<file path="src/rtl/rf_wr_arbiter.sv">
// rf_wr_arbiter
// Shares the single register-file write port between the pipeline writeback
// stage and the multi-cycle MULT/DIV unit. Writeback always has priority.
// MULT/DIV results queue in a small FIFO until the port is free. A per-register
// scoreboard marks the destinations of outstanding MULT/DIV operations so that
// decode stalls instead of reading or overwriting them early.
//
// Optional feature macro: RF_ARB_BYPASS_EN
//   When defined, a MULT/DIV result that arrives while the FIFO is empty and
//   writeback is idle is written straight through in the same cycle.
//
// Ports:
//   i_clk, i_rst_n              clock (rising edge), async active-low reset
//   i_wb_we/addr/data           pipeline writeback request (no backpressure)
//   i_md_valid/addr/data        MULT/DIV result, handshake with o_md_ready
//   o_md_ready                  FIFO not full
//   i_md_issue/issue_addr       MULT/DIV op issued, marks destination busy
//   i_chk_regA/regB/regW        decode registers checked against scoreboard
//   o_stall                     any checked register is busy
//   o_rf_we/regW/busW           register file write port
//   o_err                       sticky: issue to an already-busy register
module rf_wr_arbiter #(
    parameter int DATA_W     = 32,
    parameter int ADDR_W     = 5,
    parameter int FIFO_DEPTH = 2
) (
    input  logic              i_clk,
    input  logic              i_rst_n,
    input  logic              i_wb_we,
    input  logic [ADDR_W-1:0] i_wb_addr,
    input  logic [DATA_W-1:0] i_wb_data,
    input  logic              i_md_valid,
    output logic              o_md_ready,
    input  logic [ADDR_W-1:0] i_md_addr,
    input  logic [DATA_W-1:0] i_md_data,
    input  logic              i_md_issue,
    input  logic [ADDR_W-1:0] i_md_issue_addr,
    input  logic [ADDR_W-1:0] i_chk_regA,
    input  logic [ADDR_W-1:0] i_chk_regB,
    input  logic [ADDR_W-1:0] i_chk_regW,
    output logic              o_stall,
    output logic              o_rf_we,
    output logic [ADDR_W-1:0] o_rf_regW,
    output logic [DATA_W-1:0] o_rf_busW,
    output logic              o_err
);

    localparam int PTR_W    = (FIFO_DEPTH > 1) ? $clog2(FIFO_DEPTH) : 1;
    localparam int CNT_W    = PTR_W + 1;
    localparam int NUM_REGS = 1 << ADDR_W;

    logic [ADDR_W-1:0]   fifo_addr [FIFO_DEPTH];
    logic [DATA_W-1:0]   fifo_data [FIFO_DEPTH];
    logic [PTR_W-1:0]    wr_ptr;
    logic [PTR_W-1:0]    rd_ptr;
    logic [CNT_W-1:0]    count;
    logic                fifo_empty;
    logic                fifo_full;
    logic                push;
    logic                pop;
    logic                bypass;
    logic                commit;
    logic [ADDR_W-1:0]   commit_addr;
    logic [NUM_REGS-1:0] busy;
    logic [NUM_REGS-1:0] busy_next;
    logic                err;
    logic                err_set;

    assign fifo_empty = (count == '0);
    assign fifo_full  = (count == CNT_W'(FIFO_DEPTH));

    // Ready depends only on the stored count, so a pop in a full cycle does
    // not open a slot until the next cycle.
    assign o_md_ready = !fifo_full;

`ifdef RF_ARB_BYPASS_EN
    assign bypass = i_md_valid && fifo_empty && !i_wb_we;
`else
    assign bypass = 1'b0;
`endif

    // A bypassed result goes straight to the port and never occupies a slot.
    assign push = i_md_valid && !fifo_full && !bypass;
    assign pop  = !i_wb_we && !fifo_empty;

    // Write-port mux: writeback, then FIFO head, then (optionally) bypass.
    // Register 0 is never written, but the source is still consumed.
    always_comb begin
        o_rf_we   = 1'b0;
        o_rf_regW = '0;
        o_rf_busW = '0;
        if (i_wb_we) begin
            o_rf_we   = (i_wb_addr != '0);
            o_rf_regW = i_wb_addr;
            o_rf_busW = i_wb_data;
        end else if (!fifo_empty) begin
            o_rf_we   = (fifo_addr[rd_ptr] != '0);
            o_rf_regW = fifo_addr[rd_ptr];
            o_rf_busW = fifo_data[rd_ptr];
        end else if (bypass) begin
            o_rf_we   = (i_md_addr != '0);
            o_rf_regW = i_md_addr;
            o_rf_busW = i_md_data;
        end
    end

    assign commit      = pop || bypass;
    assign commit_addr = pop ? fifo_addr[rd_ptr] : i_md_addr;

    // Clear of a committing destination is applied before the set of a new
    // issue, so re-issuing to a register completing this cycle stays busy.
    always_comb begin
        busy_next = busy;
        if (commit) begin
            busy_next[commit_addr] = 1'b0;
        end
        if (i_md_issue) begin
            busy_next[i_md_issue_addr] = 1'b1;
        end
        busy_next[0] = 1'b0;
    end

    assign err_set = i_md_issue && (i_md_issue_addr != '0) && busy[i_md_issue_addr]
                     && !(commit && (commit_addr == i_md_issue_addr));

    assign o_stall = busy[i_chk_regA] | busy[i_chk_regB] | busy[i_chk_regW];
    assign o_err   = err;

    always_ff @(posedge i_clk) begin
        if (push) begin
            fifo_addr[wr_ptr] <= i_md_addr;
            fifo_data[wr_ptr] <= i_md_data;
        end
    end

    always_ff @(posedge i_clk or negedge i_rst_n) begin
        if (!i_rst_n) begin
            wr_ptr <= '0;
            rd_ptr <= '0;
            count  <= '0;
            busy   <= '0;
            err    <= 1'b0;
        end else begin
            if (push) begin
                wr_ptr <= (wr_ptr == PTR_W'(FIFO_DEPTH - 1)) ? '0 : wr_ptr + PTR_W'(1);
            end
            if (pop) begin
                rd_ptr <= (rd_ptr == PTR_W'(FIFO_DEPTH - 1)) ? '0 : rd_ptr + PTR_W'(1);
            end
            case ({push, pop})
                2'b10:   count <= count + CNT_W'(1);
                2'b01:   count <= count - CNT_W'(1);
                default: count <= count;
            endcase
            busy <= busy_next;
            if (err_set) begin
                err <= 1'b1;
            end
        end
    end

endmodule

</file>
<file path="config.mk">
export PLATFORM = sky130hd
export DESIGN_NAME = rf_wr_arbiter
export DESIGN_NICKNAME = d
export VERILOG_FILES = /design/src/rtl/rf_wr_arbiter.sv
export SDC_FILE = /design/constraint.sdc
export NUM_CORES = 1
export LEC_CHECK = 0
export BUFFER_PORTS_ARGS = -buffer_cell sky130_fd_sc_hd__buf_2
export CAP_MARGIN = 20
export CORE_ASPECT_RATIO = 0.8
export CORE_UTILIZATION = 54
export CTS_CLUSTER_SIZE = 14
export DETAILED_ROUTE_END_ITERATION = 7
export MAX_ROUTING_LAYER = met4
export PLACE_DENSITY = 0.8
export SYNTH_ARGS = -nofsm -noshare
export SYNTH_HDL_FRONTEND = slang
export SYNTH_SLANG_ARGS = --single-unit
</file>
<file path="constraint.sdc">
create_clock -name i_clk -period 3.3 [get_ports i_clk]
set_input_delay 0.165 -clock i_clk [delete_from_list [all_inputs] [get_ports i_clk]]
set_output_delay 0.165 -clock i_clk [all_outputs]
set_load 0.05 [all_outputs]
</file>
* After elaboration in Yosys (flattened, before gate mapping) *
Memories as Yosys holds them, arrays and structs flattened.
Cells that the tools add are included.

operators by class
  $lt $le $gt $ge = 7
  muxes and demuxes = 26
  add/subtract/negate cells = 4
  reductions and logical operators = 17
  bitwise operators = 5
  eq/ne operators = 4

operators with widths
  kind                   number
  $mux W32               4
  $and A32 B32 Y32       1
  $not A32 Y32           1
  $or A32 B32 Y32        1
  $lt A5 B6 Y1 const B   5
  $bmux W1 S5            4
  $mux W5                3
  $reduce_bool A5 Y1     3
  $mux W1                12
  $demux W1 S5           2
  $ge A5 B1 Y1 const B   2
  $logic_and A1 B1 Y1    8
  $eq A5 B5 Y1           1
  $eq A2 B2 Y1 const B   2
  $logic_not A1 Y1       4
  $pmux W2 S2            1
  $add A1 B1 Y1 const B  2
  $add A2 B1 Y2 const B  1
  $eq A2 B1 Y1 const B   1
  $logic_not A2 Y1       1
  $or A1 B1 Y1           2
  $reduce_bool A2 Y1     1
  $sub A2 B1 Y2 const B  1

word-level totals
  logic and storage cells = 70
  memories = 2
  memory bits (writable) = 74
  output and inout port bits = 41
  bits of input ports = 99
  flip-flop bits (word level) = 36

memory list
  memory     words  width  read ports  clocked after Yosys merged registers in  write ports  RTL line  text
  fifo_data  2      32     1           0                                        1            53        logic [DATA_W-1:0] fifo_data [FIFO_DEPTH];
  fifo_addr  2      5      1           0                                        1            52        logic [ADDR_W-1:0] fifo_addr [FIFO_DEPTH];

* Longest topological paths before layout *
Gate-level depths: netlist of the first run.

  word-level depth = 13
  gate-level depth with buffers = 8
  gate-level depth less buffers = 6

* Least setup slack after synthesis of the first run *
Ideal clock, no wire load.

  path kind = flip-flop to flip-flop
  start = register count[0]
  end = memory fifo_addr[0][0], enable pin
  arrival time = 2648 ps
  period minus slack after synthesis = 3080 ps
  path slack = 220 ps
  path buffers = 0
  cell stages (with the launch flop) = 4
  data required time = 2869 ps
  setup time = 431 ps
  cells stage by stage = dfrtp_1 -> nand2b_1 -> nand2_1 -> nor2_1

between the ends
  cells in the longest elaborated chain, start to end = 5

ends and longest elaborated chain
  element                        RTL line  text
  start, declared                56        logic [CNT_W-1:0] count;
  start signal, assigned         151       2'b10: count <= count + CNT_W'(1);
  start signal, assigned         152       2'b01: count <= count - CNT_W'(1);
  start signal, assigned         153       default: count <= count;
  $eq A2 B2 Y1                   70        assign fifo_full = (count == CNT_W'(FIFO_DEPTH));
  $logic_not A1 Y1               -
  net o_md_ready                 33        output logic o_md_ready,
  $logic_and A1 B1 Y1            83        assign push = i_md_valid && !fifo_full && !bypass;
  $mux W1                        130       if (push) begin
  $mux W1 (not written as such)  131       fifo_addr[wr_ptr] <= i_md_addr;
  end, declared                  52

The timed path passes the listed nets, and every way through them passes these cells.

* Final worst setup path of the first run *
  start = register rd_ptr
  end = output o_rf_we

between the ends
  cells in the longest elaborated chain, start to end = 4

ends and longest elaborated chain
  element                 RTL line  text
  start, declared         55        logic [PTR_W-1:0] rd_ptr;
  start signal, assigned  148       rd_ptr <= (rd_ptr == PTR_W'(FIFO_DEPTH - 1)) ? '0 : rd_ptr + PTR_W'(1);
  $mem_v2 Z2 W5           -
  $reduce_bool A5 Y1      97        o_rf_we = (fifo_addr[rd_ptr] != '0);
  $mux W1                 96        end else if (!fifo_empty) begin
  $mux W1                 92        if (i_wb_we) begin
  end, declared           42        output logic o_rf_we,

No other way between the ends.

==> results of run 1 <==
## path summary, 6_finish.rpt
check	to	slack (ps)	cells after the start
hold / removal	fifo_data[1][24]	5	1
setup / recovery	o_rf_we	700	4
hold reg to reg	o_err	500	2
setup reg to reg	busy[2]	960	4
max in group asynchronous	rd_ptr	2300	2
min in group asynchronous	busy[25]	430	2
## through the flow
stage                      util  setup WS (ps)  total power, uW
after global placement    0.635           1090             4560
after detailed placement  0.635           1060             4650
final                     0.684            702             5790
after global routing      0.684            557             6040
after CTS                 0.682            682             5770
after floorplan               -            220             4010
## flip-flops by register name, summed over array words and instances (netlist names)
signal and flops:
o_err 1, count 2, rd_ptr 1, wr_ptr 1, fifo_data 64, fifo_addr 10, busy 31
## per-layer routing
| metal | up-vias | share of wire | wire [um] | global-route usage |
|---|---|---|---|---|
| li1 | 2093 | - | - | - |
| met1 | 2222 | 0.40 | 5900 | 0.345 |
| met2 | 262 | 0.48 | 6990 | 0.465 |
| met3 | 46 | 0.087 | 1280 | 0.0550 |
| met4 | 0 | 0.029 | 417 | 0.113 |
| met5 | - | 0 | 0 | - |
## power by group through the flow
| stage | Clock [uW] | Combinational (uW) | Sequential, uW |
|---|---|---|---|
| 4_1_cts | 1110 | 2280 | 2380 |
| 3_3_place_gp | 0 | 2190 | 2370 |
| 5_1_grt | 1160 | 2450 | 2440 |
| 6_report | 1110 | 2290 | 2390 |
| 2_1_floorplan | 0 | 1830 | 2170 |
| 3_5_place_dp | 0 | 2250 | 2400 |
## kinds of logic (layout without fill, tap and decap cells)
family                     count (synthesis)  after routing  share of synthesized area
AOI/OAI and AO/OA                        120            120                      0.116
xor gates and xnor gates                  10             10                     0.0151
adders and majority gates                  1              1                    0.00216
buffers and inverters                     36            185                     0.0311
DFF                                      110            110                      0.539
muxes                                     84             84                      0.201
and+or+nand+nor                          108            108                     0.0944
## cell usage in the layout (no fill, tap or decap), drive strengths merged, types with 2 or more instances in the layout
| cell type | instances |
|---|---|
| a21o | 2 |
| a21oi | 3 |
| a221o | 2 |
| buf | 143 |
| clkbuf | 9 |
| clkinv | 2 |
| dfrtp | 36 |
| dlygate4sd3 | 21 |
| edfxtp | 74 |
| inv | 9 |
| mux2 | 13 |
| mux2i | 47 |
| mux4 | 24 |
| nand2 | 43 |
| nand2b | 7 |
| nand3 | 14 |
| nand3b | 6 |
| nand4 | 5 |
| nor2 | 10 |
| nor2b | 4 |
| nor3 | 5 |
| nor3b | 3 |
| o211ai | 3 |
| o21ai | 93 |
| o22ai | 3 |
| o31ai | 2 |
| o41ai | 3 |
| or3 | 2 |
| or3b | 3 |
| xnor2 | 7 |
| xor2 | 3 |
## layout make-up
type | instances | area share
clock inverter | 7 | 0.0112
tap | 140 | 0.0248
timing repair buffer | 164 | 0.132
inverter | 5 | 0.00266
clock buffer | 9 | 0.0319
multi-input combinational | 323 | 0.355
sequential | 110 | 0.442
## what timing repair did
action                                  4_1_cts  5_1_grt
hold buffers                                 19        2
endpoints found under the hold margin        71        3
endpoints found under the setup margin        0        0
==> out/results.tsv, run 1 <==
metric	value	unit
wl	14600	um
finalNetCount	713	
routedWlPerCell	19.2	um
hold-worst-slack	5.09	ps
hold_viol	0	
placed_area	6550	um^2
crit_path_max_incr_delay	840	ps
path_max_fanout	26	
numPortBuffers	139	
yosysTopAreaCellShare	0.384	
cts_made_buffers	9	
clock_skew	11.9	ps
path_class	register to primary output	
achievable-frequency	385	MHz
n_antenna_cell	0	
critPathBufInv	1	
cp-end-kind	primary output	
syn_area	5790	um^2
dr_total_vias	4623	
peakVddDrop	0.000439	V
post_cts_resized	0	
finalCritPeriodShare	0.787	
cts_max_level	3	
cts-root-buf	clkbuf_16	
min_from	i_md_data[24]	
area_growth	22.0	%
grt_max_degree	39	
synth-seq-cells	110	
yosysMostFrequentCell	o21ai_0	
synthFlopType	edfxtp_1	
switching_share	0.405	
synth_area_leaders	edfxtp_1 38%, dfrtp_1 16%, mux4_2 9.3%	
clock-sinks	110	
via_per_inst	6.10	
track_usage	0.281	
synth_edf_count	74	
synth_cell_types	51	
syn_area_per_cell	12.3	um^2
dp.cells	721	
start_kind	register	
finalSetupViolCount	0	
rsz0062_at_grt	false	
internal_power	3450	uW
die_height	94.6	um
leakage	0.00287	uW
path_clk_slew	70	ps
synth_commonest_cells	87 x o21ai_0, 74 x edfxtp_1, 47 x mux2i_1	
ant_nets	0	
status	finished clean	
crit_chain	mux2i_1 > o211ai_1 > a221o_1 > buf_2	
dieArea	11100	um^2
fillers	757	
crit_start	rd_ptr	
maxCapViolations	0	
yosysTopAreaCell	edfxtp_1	
cts_tree	built	
cp_top_family	flip-flops	
gp_congestion	0.939	
final_cells	758	
clkPwrFrac	0.191	
insertion_delay	350	ps
arrival	2430	ps
power_density	820	nW/um^2
drive_gt1_frac	0.320	
seq_area_frac_synth	0.539	
antenna_found_initial	0	
grt_overflow	0	
hpwlAfterDp	10500	um
final_area	7060	um^2
synthArstFlopShare	0.327	
grt_pass1_wl	23400	um
max-slew-margin-rel	0.417	
seqCellArea	3120	um^2
chipWidth	118	um
fin_setup_tns	0	ps
r2r-start	rd_ptr	
post_cts_buffers	0	
syn_nets	569	
multi_input_area	2510	um^2
worst_slew_pin_slew	875	ps
io_pins	140	
hold_class	input port to register	
firstDrtPassIters	5	
drt_iter0_markers	422	
layout_min_cycle_time	2600	ps
synthCells	469	
grt_pass1_vias	4737	
cp.required	3130	ps
cp_slowest_cell	dfrtp_2	
p_comb_frac	0.396	
ys_warn_count	0	
slew_violations	0	
p_seq_frac	0.414	
clk_path_buf_depth	2	
floorplan.rows	33	
power.switching	2350	uW
drc	0	
start_util	0.561	
coreArea	10300	um^2
(Power assumes the default switching activity.)
==> run 2: changes to the inputs <==
CORE_UTILIZATION = 49   (was 54)
PLACE_DENSITY = 0.77   (was 0.8)
clock period = 2.3 ns   (was 3.3 ns; I/O delays follow)
==> run 2 against run 1 <==
Net effect:
- sequential share of layout area fell by 1.3 points
- routed wire length rose by 2.3%
- sequential power rose by 41%
- via count rose by 0.50%
- first-iteration DRC count rose by 5.0%
- final cell count rose by 3.4%
- critical path depth rose by 2
- combinational power rose by 50%
- core utilization fell by 5.2 points
- clock-buffer cell count did not move
- flip-flop and latch count did not move
- clock power rose by 34%
- critical path type unchanged
- largest power group is now combinational cells
- highest routed layer unchanged
==> out/results.tsv, run 2 (same netlist as run 1, synthesis figures left out) <==
metric	value	unit	change
n_antenna_cell	0		unchanged
max-slew-margin-rel	0.453		was 0.417
finalNetCount	731		was 713
cts_made_buffers	9		unchanged
cp_slowest_cell	mux4_2		was dfrtp_2
fillers	857		was 757
crit_path_max_incr_delay	500	ps	was 840 ps
crit_start	busy[21]		was rd_ptr
reg_top3	fifo_data x64, busy x31, fifo_addr x10		unchanged
regMostFlops	fifo_data		unchanged
layout_setup_ws	43.7	ps	was 702 ps
achievable-frequency	443	MHz	
grt_overflow	0		unchanged
worst_slew_pin_slew	821	ps	was 875 ps
peakVddDrop	0.000658	V	was 0.000439 V
drive_gt1_frac	0.318		was 0.320
grt_pass1_vias	4577		was 4,737
crit_chain	mux4_2 > a22oi_2 > nand3_1 > nor3_1 > nand4_1 > buf_2		was mux2i_1 > o211ai_1 > a221o_1 > buf_2
cts_max_level	3		unchanged
firstDrtPassIters	5		unchanged
hpwlAfterDp	10300	um	was 10,500 um
r2r_cells	4		unchanged
fin_setup_tns	0	ps	unchanged
floorplan.rows	35		was 33
start_kind	register		unchanged
antenna_found_initial	0		unchanged
hold_class	input port to register		unchanged
maxCapViolations	0		unchanged
io_pins	140		unchanged
finalCritPeriodShare	0.981		
finalSetupViolCount	0		unchanged
grtUsageMet1	0.347		was 0.345
cts-root-buf	clkbuf_16		unchanged
dp.cells	730		was 721
hold_viol	0		unchanged
cp-endpoint	o_stall		was o_rf_we
routedWlPerCell	19.0	um	was 19.2 um
track_usage	0.262		was 0.281
grt_use_met2	0.410		was 0.465
area_growth	25.7	%	was 22.0%
drc	0		unchanged
wl	14900	um	was 14,600 um
drt_iter0_markers	443		was 422
cts_tree	built		unchanged
worstReg2RegEnd	busy[1]		was busy[2]
insertion_delay	340	ps	was 350 ps
start_util	0.503		was 0.561
ant_nets	0		unchanged
coreArea	11500	um^2	was 10,300 um^2
leakage	0.00294	uW	was 0.00287 uW
power_density	1140	nW/um^2	was 820 nW/um^2
dp_slack	318	ps	was 1060 ps
path_clk_slew	70	ps	about the same
clk_path_buf_depth	2		unchanged
final_cells	784		was 758
layout_min_cycle_time	2260	ps	
dieArea	12300	um^2	was 11,100 um^2
post_cts_buffers	0		unchanged
path_max_fanout	5		was 26
r2r-start	rd_ptr		unchanged
arrival	2140	ps	was 2430 ps
path_class	register to primary output		unchanged
numPortBuffers	139		unchanged
via_per_inst	5.93		was 6.10
cp.required	2180	ps	was 3130 ps
grt_pass1_wl	23400	um	about the same
grt_use_met3	0.0573		was 0.0550
top_usage_layer	met2		unchanged
dr_total_vias	4646		was 4,623
clock_skew	8.88	ps	was 11.9 ps
mostFrequentLayoutCells	139 x buf_2, 86 x o21ai_0, 74 x edfxtp_1, 46 x mux2i_1, 43 x nand2_1		was 139 x buf_2, 87 x o21ai_0, 74 x edfxtp_1, 47 x mux2i_1, 43 x nand2_1
p_total	8300	uW	was 5790 uW
grt_max_degree	39		unchanged
status	finished clean		unchanged
chipWidth	124	um	was 118 um
clock-sinks	110		unchanged
rsz0062_at_grt	true		was false
largest_reg_flops	64		unchanged
cp-end-kind	primary output		unchanged
r2r_setup_slack	330	ps	was 960 ps
die_height	99.2	um	was 94.6 um
slew_violations	0		unchanged
final_common_cell	buf_2		unchanged
gp_congestion	0.940		was 0.939
## run 2: cell count changes in the layout (fill, tap and decap cells not counted), moves of 2 or more
cell	previous run	this run
dlygate4sd3_1	21	38
buf_12	0	2
buf_4	4	2
clkinv_4	0	2
clkinvlp_4	0	2
## run 2: worst max-delay path: cells and delay by family, from the launching register on
kind / cells / cell delay (ps)
AO/OA/AOI/OAI: 1 / 190
flip-flops: 1 / 450
buffers and inverters: 1 / 230
AND/OR/NAND/NOR: 3 / 440
multiplexers: 1 / 500
## run 2: power by group
part	switching [uW]	total, uW	internal, uW
Clock	735	1490	759
Sequential	597	3380	2780
Combinational	2070	3430	1360
Total	3400	8300	4900
## run 2: per-stage QoR
stage                     hold slack [ps]  utilization  cell area (um^2)
after global placement                224        0.572              6590
after detailed placement              247        0.572              6590
after global routing                 77.7        0.632              7280
final                                81.9        0.632              7280
after CTS                            69.4        0.631              7270
after floorplan                      -181            -              5800
## run 2: worst min-delay path by stage
stage / start / to / cells past startpoint
after floorplan: i_rst_n / busy[10] / 0
after global placement: i_rst_n / busy[10] / 1
after detailed placement: i_rst_n / busy[14] / 1
after CTS: i_md_issue / o_err / 3
after global routing: i_md_issue / o_err / 3
final: i_md_issue / o_err / 3
## run 2: routing by layer
layer | vias up | routed length [um]
met3 | 23 | 1110
met5 | - | 0
li1 | 2126 | -
met1 | 2285 | 6350
met4 | 0 | 253
met2 | 212 | 7200
## run 2: what timing repair did
action | CTS | global route
hold buffers | 38 | 0
endpoints found under the hold margin | 110 | 0
gates resized for setup | 1 | 2
pin swaps | 0 | 0
setup endpoints to repair | 1 | 13
## run 2: cell type report
class	instances	area (um^2)	area share
clock buffers	9	225	0.0309
clock inverters	7	68.8	0.00945
inverters	5	18.8	0.00258
multi-input cells	323	2510	0.345
flip-flops and latches	110	3120	0.429
well taps	148	185	0.0254
repair buffers	182	1140	0.157
==> run 3: changes to the inputs <==
PLACE_DENSITY = 0.75   (was 0.77)
==> run 3 against run 2 <==
Net effect:
- the run now ends with DRC left
- flip-flop and latch count is the same
- combinational power increased by 2%
- clock-buffer cell count did not move
- sequential power down 1%
- worst hold slack better by 16 ps
- global-route usage up 0.34 points
- design area up 0.86%
- critical endpoint unchanged
- critical path depth stayed put
- via count decreased by 0.15%
- power increased by 2.2%
- largest power group unchanged
- core utilization grew 0.54 points
==> out/results.tsv, run 3 (same netlist as run 1, synthesis figures left out) <==
metric	value	unit	change
fillers	883		was 857
cp-endpoint	o_stall		unchanged
largest_reg_flops	64		unchanged
wl_met1	6330	um	was 6350 um
cp-end-kind	primary output		unchanged
placed_area	6600	um^2	was 6590 um^2
hold_viol	0		unchanged
routed-wl-met3	1200	um	was 1110 um
cp.required	2180	ps	about the same
clk_path_buf_depth	2		unchanged
io_pins	140		unchanged
maxCapViolations	0		unchanged
path_clk_slew	70	ps	about the same
floorplan.rows	35		unchanged
final_area	7340	um^2	was 7280 um^2
wl_met2	7100	um	was 7200 um
hpwlAfterDp	10400	um	was 10,300 um
clock-sinks	110		unchanged
status	complete, but fails checks		was finished clean
fin_setup_tns	0	ps	unchanged
drive_gt1_frac	0.322		was 0.318
routedWlPerCell	18.8	um	was 19.0 um
r2r_cells	5		was 4
drc	2		was 0
crit_start	busy[3]		was busy[21]
cts_tree	built		unchanged
peakVddDrop	0.000561	V	was 0.000658 V
arrival	2050	ps	was 2140 ps
top_layer	met4		unchanged
cts_max_level	3		unchanged
grt_overflow	0		unchanged
clock_skew	3.57	ps	was 8.88 ps
die_height	99.2	um	unchanged
chipWidth	124	um	unchanged
insertion_delay	340	ps	about the same
leakage	0.00298	uW	was 0.00294 uW
numPortBuffers	139		unchanged
slew_violations	0		unchanged
grt_max_degree	39		unchanged
path_max_fanout	5		unchanged
track_usage	0.266		was 0.262
finalCritPeriodShare	0.943		was 0.981
switching_share	0.392		was 0.409
area_growth	26.8	%	was 25.7%
gp_congestion	0.917		was 0.940
power.switching	3330	uW	was 3400 uW
worstReg2RegEnd	busy[1]		unchanged
hold_class	input port to register		unchanged
drt_iter0_markers	442		was 443
finalSetupViolCount	0		unchanged
mostFrequentLayoutCells	138 x buf_2, 86 x o21ai_0, 74 x edfxtp_1, 46 x mux2i_1, 43 x nand2_1		was 139 x buf_2, 86 x o21ai_0, 74 x edfxtp_1, 46 x mux2i_1, 43 x nand2_1
violations	DRC		
max-slew-margin-rel	0.451		was 0.453
dp.cells	732		was 730
wl	14800	um	was 14,900 um
worst_slew_pin_slew	824	ps	was 821 ps
via_per_inst	5.87		was 5.93
r2r_setup_slack	360	ps	was 330 ps
r2r-start	rd_ptr		unchanged
layout_min_cycle_time	2170	ps	was 2260 ps
power_density	1160	nW/um^2	was 1140 nW/um^2
fin_util	0.637		was 0.632
cts-root-buf	clkbuf_16		unchanged
coreArea	11500	um^2	unchanged
n_antenna_cell	0		unchanged
final_common_cell	buf_2		unchanged
dieArea	12300	um^2	unchanged
rsz0062_at_grt	false		was true
start_util	0.503		unchanged
final_cells	790		was 784
grt_pass1_vias	4630		was 4,577
clkPwrFrac	0.195		was 0.180
p_seq_frac	0.393		was 0.407
grt_pass1_wl	23800	um	was 23,400 um
finalNetCount	737		was 731
ant_nets	0		unchanged
internal_power	5160	uW	was 4900 uW
regMostFlops	fifo_data		unchanged
cts_made_buffers	9		unchanged
achievable-frequency	461	MHz	was 443 MHz
start_kind	register		unchanged
antenna_found_initial	0		unchanged
reg_top3	fifo_data x64, busy x31, fifo_addr x10		unchanged
p_comb_frac	0.413		about the same
dr_total_vias	4639		was 4,646
path_class	register to primary output		unchanged
firstDrtPassIters	8		was 5
==> run 3: layer usage <==
layer,vias up,GRT usage
met5,-,-
met4,0,0.0778
met3,18,0.0671
met2,215,0.402
met1,2270,0.356
li1,2136,-
==> run 3: power groups by stage <==
| stage | sequential [uW] | combinational, uW | clock, uW |
|---|---|---|---|
| final | 3330 | 3500 | 1650 |
| after global routing | 3400 | 3780 | 1740 |
| after floorplan | 3110 | 2640 | 0 |
| after global placement | 3330 | 3300 | 0 |
| after CTS | 3340 | 3410 | 1670 |
| after detailed placement | 3370 | 3340 | 0 |
==> run 3: cell type report <==
| class | instances | area, um^2 | share of cell area |
|---|---|---|---|
| sequential | 110 | 3120 | 0.426 |
| multi-input combinational | 323 | 2510 | 0.343 |
| timing repair buffer | 188 | 1180 | 0.160 |
| clock buffer | 9 | 225 | 0.0307 |
| tap | 148 | 185 | 0.0252 |
| clock inverter | 7 | 96.3 | 0.0131 |
| inverter | 5 | 18.8 | 0.00256 |
==> run 3: critical path, cell delays in order, from the launching register on <==
cell and delay, ps:
dfrtp_1 430, mux2_1 330, a221o_1 350, a21oi_1 140, a211o_1 150, nand4_1 100, buf_4 200
==> run 3: through the flow <==
| stage | total power (uW) | hold slack (ps) | worst slack [ps] |
|---|---|---|---|
| 5_1_grt | 8930 | 105 | 23.8 |
| 3_5_place_dp | 6710 | 243 | 379 |
| 3_3_place_gp | 6630 | 244 | 385 |
| 6_report | 8480 | 98.1 | 131 |
| 4_1_cts | 8420 | 84.6 | 1.40 |
| 2_1_floorplan | 5750 | -181 | 0.357 |
==> run 3: repair_timing <==
| item | in CTS | in global routing |
|---|---|---|
| gates resized for setup | 1 | 4 |
| buffers inserted | 0 | 4 |
| pin swaps | 0 | 1 |
| hold buffers | 38 | 0 |
| hold endpoints to repair | 110 | 0 |
| endpoints found under the setup margin | 1 | 25 |
==> run 3: worst min path at each step <==
stage | from | endpoint | slack, ps | cells past startpoint
2_1_floorplan | i_rst_n | busy[10] | -180 | 0
3_3_place_gp | i_rst_n | wr_ptr | 240 | 1
3_5_place_dp | i_rst_n | o_err | 240 | 1
4_1_cts | i_md_issue | o_err | 80 | 3
5_1_grt | i_md_issue | o_err | 100 | 3
6_report | i_md_issue | o_err | 100 | 3
